--- src/rtl/fp_csr_if.sv ---
// Bus between the FP CSR block and the pipeline: Zicsr access, FP writeback flags,
// and rounding-mode resolution for the instruction in execute.
interface fp_csr_if #(
    parameter int WIDTH = 32
);
    logic             csr_en;
    logic [11:0]      csr_addr;
    logic [1:0]       csr_op;
    logic [WIDTH-1:0] csr_wdata;
    logic             csr_src_zero;
    logic             csr_hit;
    logic [WIDTH-1:0] csr_rdata;
    logic             fp_wb_valid;
    logic [4:0]       fp_wb_flags;
    logic [2:0]       inst_rm;
    logic [2:0]       rm_eff;
    logic             rm_illegal;
    logic             fs_dirty;

    modport master (
        output csr_en, csr_addr, csr_op, csr_wdata, csr_src_zero,
               fp_wb_valid, fp_wb_flags, inst_rm,
        input  csr_hit, csr_rdata, rm_eff, rm_illegal, fs_dirty
    );

    modport slave (
        input  csr_en, csr_addr, csr_op, csr_wdata, csr_src_zero,
               fp_wb_valid, fp_wb_flags, inst_rm,
        output csr_hit, csr_rdata, rm_eff, rm_illegal, fs_dirty
    );
endinterface

--- src/rtl/fp_csr.sv ---
// RV32F fflags/frm/fcsr register block: sticky flag accumulation from FP writeback,
// Zicsr read/modify/write, and dynamic rounding-mode resolution.
module fp_csr #(
    parameter int WIDTH = 32
) (
    input logic        clk,
    input logic        rst_n,
    fp_csr_if.slave    bus
);
    localparam logic [11:0] A_FFLAGS = 12'h001;
    localparam logic [11:0] A_FRM    = 12'h002;
    localparam logic [11:0] A_FCSR   = 12'h003;

    logic [4:0]       r_fflags;
    logic [2:0]       r_frm;
    logic             r_fs_dirty;

    logic [4:0]       w_merged;
    logic             w_hit;
    logic [WIDTH-1:0] w_rdata;
    logic             w_wr;
    logic [WIDTH-1:0] w_new;
    logic [4:0]       w_fflags_nxt;
    logic [2:0]       w_frm_nxt;

    // Writeback is older than a same-cycle CSR op, so reads and RMW see merged flags.
    assign w_merged = r_fflags | (bus.fp_wb_valid ? bus.fp_wb_flags : 5'd0);
    assign w_hit    = (bus.csr_addr == A_FFLAGS) || (bus.csr_addr == A_FRM) ||
                      (bus.csr_addr == A_FCSR);

    always_comb begin
        w_rdata = '0;
        case (bus.csr_addr)
            A_FFLAGS: w_rdata = {{(WIDTH-5){1'b0}}, w_merged};
            A_FRM:    w_rdata = {{(WIDTH-3){1'b0}}, r_frm};
            A_FCSR:   w_rdata = {{(WIDTH-8){1'b0}}, r_frm, w_merged};
            default:  w_rdata = '0;
        endcase
    end

    // RS/RC (op[1] set) with a zero source are pure reads.
    assign w_wr = bus.csr_en && w_hit && (bus.csr_op != 2'b00) &&
                  !(bus.csr_op[1] && bus.csr_src_zero);

    always_comb begin
        w_new = bus.csr_wdata;
        case (bus.csr_op)
            2'b10:   w_new = w_rdata | bus.csr_wdata;
            2'b11:   w_new = w_rdata & ~bus.csr_wdata;
            default: w_new = bus.csr_wdata;
        endcase
    end

    always_comb begin
        w_fflags_nxt = w_merged;
        w_frm_nxt    = r_frm;
        if (w_wr) begin
            case (bus.csr_addr)
                A_FFLAGS: w_fflags_nxt = w_new[4:0];
                A_FRM:    w_frm_nxt    = w_new[2:0];
                A_FCSR: begin
                    w_fflags_nxt = w_new[4:0];
                    w_frm_nxt    = w_new[7:5];
                end
                default: ;
            endcase
        end
    end

    always_ff @(posedge clk or negedge rst_n) begin
        if (!rst_n) begin
            r_fflags   <= 5'd0;
            r_frm      <= 3'd0;
            r_fs_dirty <= 1'b0;
        end else begin
            r_fflags   <= w_fflags_nxt;
            r_frm      <= w_frm_nxt;
            r_fs_dirty <= w_wr || (bus.fp_wb_valid && (w_merged != r_fflags));
        end
    end

    // Dynamic mode uses the registered frm; same-cycle frm writes are stalled upstream.
    assign bus.rm_eff     = (bus.inst_rm != 3'd7) ? bus.inst_rm : r_frm;
    assign bus.rm_illegal = (bus.rm_eff >= 3'd5);
    assign bus.csr_hit    = w_hit;
    assign bus.csr_rdata  = w_rdata;
    assign bus.fs_dirty   = r_fs_dirty;
endmodule

--- src/flat_wrapper.sv ---
// flat-port wrapper written by rule: the top's interface ports become plain ports
module fp_csr_flat 
#(
    parameter int WIDTH = 32
)
  (clk, rst_n, bus_csr_en, bus_csr_addr, bus_csr_op, bus_csr_wdata, bus_csr_src_zero, bus_fp_wb_valid, bus_fp_wb_flags, bus_inst_rm, bus_csr_hit, bus_csr_rdata, bus_rm_eff, bus_rm_illegal, bus_fs_dirty);
  fp_csr_if #(.WIDTH(WIDTH)) bus_i ();
  input logic clk;
  input logic rst_n;
  input wire logic [$bits(bus_i.csr_en)-1:0] bus_csr_en;
  input wire logic [$bits(bus_i.csr_addr)-1:0] bus_csr_addr;
  input wire logic [$bits(bus_i.csr_op)-1:0] bus_csr_op;
  input wire logic [$bits(bus_i.csr_wdata)-1:0] bus_csr_wdata;
  input wire logic [$bits(bus_i.csr_src_zero)-1:0] bus_csr_src_zero;
  input wire logic [$bits(bus_i.fp_wb_valid)-1:0] bus_fp_wb_valid;
  input wire logic [$bits(bus_i.fp_wb_flags)-1:0] bus_fp_wb_flags;
  input wire logic [$bits(bus_i.inst_rm)-1:0] bus_inst_rm;
  output wire logic [$bits(bus_i.csr_hit)-1:0] bus_csr_hit;
  output wire logic [$bits(bus_i.csr_rdata)-1:0] bus_csr_rdata;
  output wire logic [$bits(bus_i.rm_eff)-1:0] bus_rm_eff;
  output wire logic [$bits(bus_i.rm_illegal)-1:0] bus_rm_illegal;
  output wire logic [$bits(bus_i.fs_dirty)-1:0] bus_fs_dirty;
  assign bus_i.csr_en = bus_csr_en;
  assign bus_i.csr_addr = bus_csr_addr;
  assign bus_i.csr_op = bus_csr_op;
  assign bus_i.csr_wdata = bus_csr_wdata;
  assign bus_i.csr_src_zero = bus_csr_src_zero;
  assign bus_i.fp_wb_valid = bus_fp_wb_valid;
  assign bus_i.fp_wb_flags = bus_fp_wb_flags;
  assign bus_i.inst_rm = bus_inst_rm;
  assign bus_csr_hit = bus_i.csr_hit;
  assign bus_csr_rdata = bus_i.csr_rdata;
  assign bus_rm_eff = bus_i.rm_eff;
  assign bus_rm_illegal = bus_i.rm_illegal;
  assign bus_fs_dirty = bus_i.fs_dirty;
  fp_csr #(.WIDTH(WIDTH)) u_core (.clk(clk), .rst_n(rst_n), .bus(bus_i));
endmodule
--- config.mk ---
export PLATFORM = sky130hd
export DESIGN_NAME = fp_csr_flat
export DESIGN_NICKNAME = d
export VERILOG_FILES = /design/src/rtl/fp_csr_if.sv /design/src/rtl/fp_csr.sv /design/src/flat_wrapper.sv
export SDC_FILE = /design/constraint.sdc
export NUM_CORES = 1
export LEC_CHECK = 0
export BUFFER_PORTS_ARGS = -buffer_cell sky130_fd_sc_hd__buf_4
export CAP_MARGIN = 20
export CORE_ASPECT_RATIO = 1.25
export CORE_MARGIN = 8
export CORE_UTILIZATION = 37
export DETAILED_ROUTE_END_ITERATION = 8
export GPL_ROUTABILITY_DRIVEN = 0
export GPL_TIMING_DRIVEN = 0
export PLACE_DENSITY_LB_ADDON = 0.1
export RECOVER_POWER = 50
export REMOVE_ABC_BUFFERS = 1
export SLEW_MARGIN = 0
export SYNTH_ARGS = -nofsm -noshare
export SYNTH_HDL_FRONTEND = slang
export SYNTH_SLANG_ARGS = --single-unit
export TNS_END_PERCENT = 30
--- constraint.sdc ---
create_clock -name clk -period 1.83 [get_ports clk]
set_clock_uncertainty 0.2 [all_clocks]
set_input_delay 0 -clock clk [delete_from_list [all_inputs] [get_ports clk]]
set_output_delay 0 -clock clk [all_outputs]
set_load 0.02 [all_outputs]
==> results.ini <==
[outcome]
status = finished, violations left
violations = negative hold slack

[detailed_routing]
drt-initial-drc-count = 57
drc = 0
drtPass1Iterations = 4
ant_nets = 0
wire_per_inst_um = 14.8
drt_wl_total_mm = 3.44
vias = 1199
viasPerCell = 5.15

[floorplanning]
initial_core_util_pct = 38.8
core_region_area_sq_mm = 0.00271
die_w_um = 63.7
rows = 21
dieArea_sq_mm = 0.00481
io_pins = 97
die_y_um = 75.6

[yosys]
ys_seq_area_share_pct = 21.4
synth-async-reset-ratio_pct = 100
synth_top_area_share_pct = 21.4
yosysWarnings = 0
synthFlopType = dfrtp_1
syn_area_sq_mm = 0.00105
synth_edf_count = 0
ys_types = 33
syn_inst = 135
avgSynthCellArea_sq_um = 7.79
synth_area_leader_cell = dfrtp_1
ys_ff_latch = 9
yosys-top-cells-area = dfrtp_1 21%, buf_4 17%, nand2_1 5.0%, a21oi_1 4.8%, mux2i_1 3.8%

[clocking]
clkSinkCount = 9
cts_buffers = 3
tritoncts = built
cts-root-buf = clkbuf_4
clk_pin_slew_ps = 60
clock_latency_ps = 260
htree_levels = 1
clockBufferDepth = 2

[timing]
fmax_ghz = 0.559
rsz0062_at_grt = yes
fin_crit_ps = 1790
fin_crit_sh_pct = 97.8
holdWs_ps = -4.50
final-setup-viol-count = 0
final_max_slew_viol_count = 0
hold_viol = 1

[power_and_ir_drop]
peakVddDrop_v = 0.000211
p_per_area_mw_per_mm2 = 378
leakage_nw = 0.796

[place]
placed_cell_area_sq_mm = 0.00132
hpwl_mm = 2.63
port-buffer-count = 48

[critical_path]
crit_cells = 6
cpPeakStageDelay_ps = 520
crit_buf_inv = 3
crit_type = primary input to output port
cp-end-kind = output port
crit_family = buffers and inverters
reg2regPathDepth = 4
worst_ep_arrival_time_ps = 1590
slowest_stage = dlygate4sd3_1
path_cells = dlygate4sd3_1 > buf_4 > and2_4 > or4b_4 > nor2_1 > buf_4
critPathMaxFanout = 11
critPathRequiredTime_ps = 1630
start_kind = primary input
cp_common_cell = buf_4

[final_layout]
num_antenna_cells = 0
layout.cells.most_common = buf_4
stdcell_area_sq_mm = 0.00156
final_util_pct = 57.8
fin_nets = 259
drive_gt1_share_pct = 30.2
mostFrequentLayoutCells = 45 x buf_4, 24 x conb_1, 19 x dlygate4sd3_1
area_growth_pct = 48.8

[global_route]
track_usage_pct = 13.8
grt_max_degree = 23
gr-total-overflow = 0
antenna_found_initial = 0
grt_pass1_vias = 1277
grt_pass1_wl_mm = 5.57

[hold_path]
hold_class = primary input to flip-flop
worstHoldPathCells = 4

[run]
cap_violations = 0

kinds of logic (layout without fill, tap and decap cells):
kind of cell,Yosys count,in the layout,synth area share (%)
AOI/OAI and AO/OA,42,42,30.2
buffers and inverters,40,81,23.2
and+or+nand+nor,39,39,21.0
DFF,9,9,21.4
muxes,4,4,3.81
other,1,24,0.357
report_power, final:
part	total [W]	switching (W)	internal [W]	leakage, nW
Sequential	0.000201	0.00000101	0.000200	0.0944
Clock	0.000156	0.0000720	0.0000842	0.0150
Combinational	0.000234	0.000127	0.000107	0.687
layer usage:
metal / GRT usage [%] / share of wire, % / vias up
met5: 0 / 0 / -
met4: 5.71 / 0.78 / 0
met3: 3.24 / 7.3 / 2
met2: 26.0 / 53 / 55
met1: 14.6 / 39 / 563
li1: - / - / 579
layout make-up:
class	count	area [sq um]
Multi-Input combinational cell	109	689
Inverter	7	26.3
Tap cell	34	42.5
Sequential cell	9	225
Clock buffer	4	26.3
Timing Repair Buffer	70	554
Fill cell	253	1140
synth_stat cells (4+ instances only):
cell      instances
buf_4            24
inv_1             7
mux2i_1           4
nor2_1            5
clkbuf_1          6
nand2_1          14
a31oi_1           6
a21oi_1          10
dfrtp_1           9
and3_1            4
worst min-delay path, delay by kind of cell:
family | cells | cell delay [ps]
compound gates | 2 | 310
buf+inv | 2 | 110
per-stage QoR:
stage	worst slack (ps)	hold slack (ps)	power (W)	setup TNS, ps	cells
finish	39.6	-4.50	0.000591	0	233
global route	-23.0	26.7	0.000624	-23.0	233
CTS	10.3	3.15	0.000588	0	230
detailed placement	-703	-371	0.000403	-7320	207
global placement	-638	-373	0.000400	-6570	207
floorplan	-192	-496	0.000305	-1490	125
path summary, 6_finish.rpt:
path	start	end	slack, ps
min in group asynchronous	rst_n	u_core.r_fflags[2]	560
max in group asynchronous	rst_n	u_core.r_frm[1]	580
worst min register to register	u_core.r_frm[0]	u_core.r_frm[0]	450
worst max register to register	u_core.r_frm[2]	u_core.r_frm[2]	190
worst min-delay path	bus_fp_wb_flags[3]	u_core.bus.fs_dirty	-4
worst max-delay path	bus_csr_addr[1]	bus_csr_rdata[5]	40
flip-flops by register name, summed over array words and instances, names as in the netlist:
signal / count
u_core.r_frm: 3
u_core.r_fflags: 5
u_core.bus.fs_dirty: 1
what timing repair did:
action                                  in CTS  in global routing
endpoints found under the hold margin       18                  0
hold buffers                                19                  0
pin swaps                                    0                  1
resized for setup                            2                  3
buffers inserted                             0                  3
endpoints found under the setup margin      12                  8
No activity file was read; power rests on OpenSTA's default activity.
